--- src/rtl/alu_sequencer.sv ---
// Instruction sequencer for a small ALU. It fetches 16-bit words from program
// memory, decodes the ALU opcode class, strobes the ALU for one execute cycle,
// and owns the CARRY and SKIP flags plus the program counter. Any word whose
// top two bits are not 2'b11 stops the sequencer until the next reset.
module alu_sequencer (
  input  logic        clk,
  input  logic        reset,
  input  logic        start,
  input  logic [15:0] mem_rdata,
  input  logic        mem_ready,
  output logic        mem_req,
  output logic [7:0]  mem_addr,
  output logic [15:0] instruction,
  output logic        exec1,
  output logic        carrystatus,
  output logic        skipstatus,
  input  logic        carryout,
  input  logic        carryen,
  input  logic        skipout,
  input  logic        skipen,
  input  logic        wenout,
  output logic        rf_we,
  output logic [1:0]  rf_waddr,
  output logic [1:0]  rf_raddr,
  output logic        halted
);

  typedef enum logic [2:0] {
    StIdle,
    StFetch,
    StDecode,
    StExec1,
    StExec2,
    StHalt
  } state_e;

  state_e      state_q;
  logic [7:0]  pc_q;
  logic [15:0] ir_q;
  logic        carry_q;
  logic        skip_q;
  logic        mem_req_q;
  logic        exec1_q;
  logic        halted_q;

  // Sequencer FSM. The strobes are registered alongside the state: each one is
  // set on the edge that enters the state it belongs to, so it is high for
  // exactly the cycles spent in that state.
  always_ff @(posedge clk) begin
    if (reset) begin
      state_q   <= StIdle;
      pc_q      <= 8'h00;
      ir_q      <= 16'h0000;
      carry_q   <= 1'b0;
      skip_q    <= 1'b0;
      mem_req_q <= 1'b0;
      exec1_q   <= 1'b0;
      halted_q  <= 1'b0;
    end else begin
      mem_req_q <= 1'b0;
      exec1_q   <= 1'b0;
      case (state_q)
        StIdle: begin
          if (start) begin
            state_q   <= StFetch;
            mem_req_q <= 1'b1;
          end
        end
        StFetch: begin
          if (mem_ready) begin
            ir_q    <= mem_rdata;
            pc_q    <= pc_q + 8'd1;
            state_q <= StDecode;
          end else begin
            // Request stays up until memory answers.
            mem_req_q <= 1'b1;
          end
        end
        StDecode: begin
          if (ir_q[15:14] == 2'b11) begin
            state_q <= StExec1;
            exec1_q <= 1'b1;
          end else begin
            state_q  <= StHalt;
            halted_q <= 1'b1;
          end
        end
        StExec1: begin
          if (carryen) carry_q <= carryout;
          if (skipen)  skip_q  <= skipout;
          state_q <= StExec2;
        end
        StExec2: begin
          // A pending skip steps over the next word and is consumed here.
          if (skip_q) begin
            pc_q   <= pc_q + 8'd1;
            skip_q <= 1'b0;
          end
          state_q   <= StFetch;
          mem_req_q <= 1'b1;
        end
        StHalt: begin
          // Only reset leaves this state; start is ignored.
          state_q <= StHalt;
        end
        default: begin
          state_q <= StIdle;
        end
      endcase
    end
  end

  // exec1_q is high only in the execute cycle, so it also gates the Rd write.
  assign rf_we       = exec1_q & wenout;
  assign rf_waddr    = ir_q[3:2];
  assign rf_raddr    = ir_q[1:0];
  assign mem_req     = mem_req_q;
  assign mem_addr    = pc_q;
  assign instruction = ir_q;
  assign exec1       = exec1_q;
  assign carrystatus = carry_q;
  assign skipstatus  = skip_q;
  assign halted      = halted_q;

endmodule

--- config.mk ---
export PLATFORM = sky130hd
export DESIGN_NAME = alu_sequencer
export DESIGN_NICKNAME = d
export VERILOG_FILES = /design/src/rtl/alu_sequencer.sv
export SDC_FILE = /design/constraint.sdc
export NUM_CORES = 1
export LEC_CHECK = 0
export ABC_AREA = 1
export ABC_CLOCK_PERIOD_IN_PS = 3600
export CAP_MARGIN = 20
export CORE_AREA = 2 2 50 71
export DETAILED_ROUTE_END_ITERATION = 10
export DIE_AREA = 0 0 52 73
export PLACE_DENSITY = 0.81
export SKIP_LAST_GASP = 1
export SLEW_MARGIN = 20
export SYNTH_ARGS = -nofsm -noshare
export SYNTH_HDL_FRONTEND = slang
export SYNTH_SLANG_ARGS = --single-unit
--- constraint.sdc ---
create_clock -name clk -period 3.6 [get_ports clk]
set_input_delay 0.72 -clock clk [delete_from_list [all_inputs] [get_ports clk]]
set_output_delay 0.72 -clock clk [all_outputs]
set_load 0.01 [all_outputs]
; ---- Word level (Yosys, flattened, before mapping)
; Cells that the tools add are included.
; W data, S select, Z words.
[totals]
in_bits = 25
reg_bits = 32
out_inout_bits = 34
[op_classes]
muxes = 13
addsub = 1
eq_ne = 10
reduce_logical = 10
bitwise = 3
[ops]
columns = operator, n
row1 = $pmux W3 S6, 1
row2 = $mux W8, 2
row3 = $pmux W8 S2, 1
row4 = $reduce_and A2 Y1, 5
row5 = $mux W3, 3
row6 = $add A8 B1 Y8 const B, 1
row7 = $ne A2 B2 Y1 const B, 4
row8 = $eq A3 B2 Y1 const B, 2
row9 = $eq A3 B3 Y1 const B, 2
row10 = $mux W1, 4
row11 = $reduce_bool A2 Y1, 2
row12 = $eq A3 B1 Y1 const B, 1
row13 = $logic_not A3 Y1, 1
row14 = $pmux W1 S3, 1
row15 = $reduce_and A3 Y1, 1
row16 = $eq A2 B2 Y1 const B, 1
row17 = $not A1 Y1, 2
row18 = $pmux W1 S2, 1
row19 = $reduce_or A2 Y1, 1
row20 = $and A1 B1 Y1, 1

; ---- Longest topological paths before layout
[logic_depth]
ltp_word = 3
mapped_depth = 8
mapped_depth_nobuf = 7

; ---- Worst setup path before layout
; Ideal clock, no wire load.
[synth_path]
kind = input-to-output
start = in wenout
end = out rf_we
path_stages = 2
arrival_ns = 0.834
required_time_ns = 2.880
path_buffers = 0
slack_ns = 2.046
cell_sequence = nand2_1 inv_1
[synth_via]
elab_chain_cells = 1
[synth_rtl]
columns = element, line
row1 = "start, declared", 21  ; input logic wenout,
row2 = $and A1 B1 Y1, 114  ; assign rf_we = exec1_q & wenout;
row3 = "end, declared", 22  ; output logic rf_we,
; Every way passes these cells.

; ---- Worst setup path in the final report
; Same ends and word-level chain as after synthesis.

==> impl_results.rst <==
.. list-table::
   :header-rows: 1

   * - Metric
     - Value
   * - Run status
     - completed
   * - Cell leakage power
     - roughly 0.00077 uW
   * - Overflow left after global routing
     - 0
   * - Synth async-reset ratio
     - 0
   * - Endpoint kind of the worst setup timing path
     - output pin
   * - Placement row count
     - 25
   * - Setup clock skew after layout
     - about 0.0027 ns
   * - Final worst-path cycle share
     - 0.696
   * - Reg-to-reg slack, setup
     - ~1.9 ns
   * - Share of the synthesized area in the top cell type
     - 0.474
   * - Post-detailed-placement half-perimeter wirelength
     - 2130 um
   * - Setup repair after global routing missed its margin
     - false
   * - Sinks on the clock net
     - 32
   * - Yosys warnings
     - 0
   * - RD Place Congestion
     - between 0.9 and 1
   * - Setup TNS
     - 0 ns
   * - Overall track demand over capacity in global routing
     - 0.177
   * - Reg-to-reg critical path endpoint
     - mem_addr[4]$_SDFFE_PP0P_
   * - Hold path startpoint
     - halted$_SDFFE_PP0P_
   * - Most common cell in the netlist
     - sky130_fd_sc_hd__nor2_1
   * - Hold violation count in the final report
     - 0
   * - Number of max-slew violations in the final report
     - 0
   * - Mapped cell area
     - between 0.001 and 0.0015 mm2
   * - Post-detailed-routing wire length
     - 2940 um
   * - Clock Tree Buf Depth
     - 2
   * - Internal portion of total power
     - between 600 and 700 uW
   * - Post-Syn Instances
     - 179
   * - Part of the Yosys area used for sequential elements
     - 0.474
   * - Total iterations of the first detailed-routing run
     - 4
   * - First-pass GRT wire length
     - slightly above 5000 um
   * - Clk pwr share
     - 0.306
   * - Register Area
     - roughly 640 um2
   * - Crit Path Class
     - input port to output pin
   * - Net switching power figure
     - approximately 220 uW
   * - Worst IR Drop VDD
     - ~360 uV
   * - Maximum number of pins on one net before global-route repair
     - 25
   * - Clock buffer count from CTS
     - 5
   * - R2R cell count
     - 6
   * - Top cell types by occurrence after synthesis
     - sky130_fd_sc_hd__nor2_1 (47), sky130_fd_sc_hd__dfxtp_1 (32), sky130_fd_sc_hd__a21oi_1 (16)
   * - Clk Latency, worst-skew pair
     - 0.27 ns
   * - Sink of the worst hold path
     - halted$_SDFFE_PP0P_
   * - Largest area contributor in the synthesized netlist
     - sky130_fd_sc_hd__dfxtp_1
   * - Crit start category
     - input port
   * - Power per unit of standard cell area
     - approximately 420 mW/mm2
   * - Setup WS post-layout
     - 1.09 ns
   * - FILL cells
     - 306
   * - I/O pin count
     - 59
   * - Horizontal die dimension
     - ~52 um
   * - Max frequency
     - ~400 MHz
   * - H-tree level count
     - 2
   * - Transition time at the pin with the least slew margin
     - ~0.65 ns
   * - Root Buffer Master
     - sky130_fd_sc_hd__clkbuf_8
   * - Core area
     - approximately 0.0032 mm2
   * - CP required
     - around 2.9 ns
   * - Core utilization of the finished layout
     - 0.609
   * - Worst slew slack as a fraction of its limit
     - 0.568
   * - Clock transition at path regs
     - ~0.060 ns
   * - DRC violation count after routing
     - 0
   * - Number of setup buffers added after CTS
     - 0
   * - Critical Path AT
     - around 1.8 ns
   * - Cell types with the largest area share after synthesis
     - sky130_fd_sc_hd__dfxtp_1 (47%), sky130_fd_sc_hd__nor2_1 (13%), sky130_fd_sc_hd__a21oi_1 (5.9%), sky130_fd_sc_hd__nand3_1 (4.8%), sky130_fd_sc_hd__buf_6 (4.2%)
   * - Net Count, Synth
     - 205
   * - Peak fanout along the critical path
     - 1
   * - Hold path depth
     - 2
   * - Share of layout cells above drive strength 1
     - 0.0603
   * - Part of the total power dissipated in combinational logic
     - 0.208
   * - Flop pwr share
     - 0.486
   * - Register bit total from synthesis
     - 32
   * - Average detailed-routed wire length per instance
     - 10.8 um
   * - Classification of the worst-slack hold path
     - flop to flop
   * - Multi-input gate area
     - about 560 um2
   * - Count of maximum capacitance violations
     - 0
   * - Design Power
     - a little over 800 uW
   * - CTS tree
     - built
   * - Die height
     - 73 um
   * - DR vias
     - roughly 1300
   * - Post-cts hold buffer count
     - 0
   * - Launch point of the worst reg-to-reg path
     - state_q[2]$_SDFFE_PP0P_
   * - Endpoints failing setup
     - 0
   * - Synthesized area divided by synthesized cell count
     - 7.55 um2
   * - Number of antenna violations at the first check in global routing
     - 0
   * - Effective utilization at floorplan
     - 0.419
   * - Count of nets after finishing
     - between 200 and 300
   * - Total Die Area
     - ~0.0038 mm2
   * - Ant. Diodes
     - 0
   * - Area growth, synth to finish
     - 45.1%
   * - Via count of the first global-routing pass
     - 1211
   * - Number of DRC markers after the initial detailed-route iteration
     - 19
   * - Sw Share
     - 0.264
   * - Number of port buffers
     - 58
   * - CTS-repair resized insts
     - 0
   * - Worst slack at placement
     - 1.09 ns
   * - Vias per Instance
     - about 4.8
   * - Number of different library cells in the post-synthesis netlist
     - 23
   * - Post-layout min period
     - approximately 2.5 ns
   * - Count of flip-flops with a built-in enable after synthesis
     - 0
   * - Most common flop cell mapped by yosys
     - sky130_fd_sc_hd__dfxtp_1
   * - Number of nets with antenna violations after routing
     - 0
stage by stage:
stage / hold slack, ns / std cells / area (um2)
2_1_floorplan: 0.467 / 179 / 1350
3_3_place_gp: 0.436 / 265 / 1880
3_5_place_dp: 0.441 / 265 / 1880
4_1_cts: 0.451 / 272 / 1960
5_1_grt: 0.485 / 272 / 1960
6_report: 0.448 / 272 / 1960
power groups by stage:
stage | Combinational (uW) | Clock [uW] | Sequential (uW)
after CTS | 173 | 263 | 399
after global placement | 171 | 0 | 406
after global routing | 192 | 277 | 402
after detailed placement | 173 | 0 | 407
final | 171 | 251 | 399
after floorplan | 90.9 | 0 | 414
layer usage:
| metal | wire length (um) | vias to the layer above | global-route usage |
|---|---|---|---|
| met4 | 91 | 0 | 0.0994 |
| met2 | 1470 | 39 | 0.309 |
| li1 | - | 680 | - |
| met1 | 1210 | 571 | 0.182 |
| met5 | 0 | - | 0 |
| met3 | 167 | 7 | 0.0533 |
placed cells by master (no fill, tap or decap), drive strengths merged:
| cell | n |
|---|---|
| a21boi | 1 |
| a21oi | 16 |
| clkbuf | 6 |
| clkdlybuf4s50 | 58 |
| clkinv | 1 |
| dfxtp | 32 |
| ha | 1 |
| inv | 14 |
| nand2 | 16 |
| nand3 | 14 |
| nand3b | 1 |
| nand4 | 2 |
| nor2 | 48 |
| nor3 | 1 |
| o21ai | 21 |
layout make-up:
| type | count | share of cell area |
|---|---|---|
| clock buffers | 6 | 0.0370 |
| inverters | 14 | 0.0281 |
| multi-input cells | 121 | 0.284 |
| well taps | 40 | 0.0255 |
| repair buffers | 58 | 0.296 |
| flip-flops and latches | 32 | 0.327 |
| clock inverters | 1 | 0.00255 |
critical path, cell delays in order:
cell	delay, ns
sky130_fd_sc_hd__clkdlybuf4s50_1	0.45
sky130_fd_sc_hd__nand2_1	0.04
sky130_fd_sc_hd__inv_1	0.04
sky130_fd_sc_hd__clkdlybuf4s50_1	0.52
sequential cells by signal, summed over array words and instances, names as in the netlist:
register and cells:
mem_req 1, carrystatus 1, skipstatus 1, state_q 3, instruction 16, mem_addr 8
halted 1, exec1 1
cell families after synthesis:
family                   synth area share
AND/OR/NAND/NOR                     0.260
flip-flops                          0.474
AO/OA/AOI/OAI                       0.143
adder cells (fa/ha/maj)           0.00926
buffers and inverters               0.114
worst max path at each step:
stage / from / to / cells past startpoint
4_1_cts: wenout / rf_we / 4
5_1_grt: wenout / rf_we / 4
3_3_place_gp: wenout / rf_we / 4
3_5_place_dp: mem_ready / mem_addr[4]$_SDFFE_PP0P_ / 6
2_1_floorplan: wenout / rf_we / 2
6_report: wenout / rf_we / 4
Note: power is estimated with default switching activity, not from simulation.
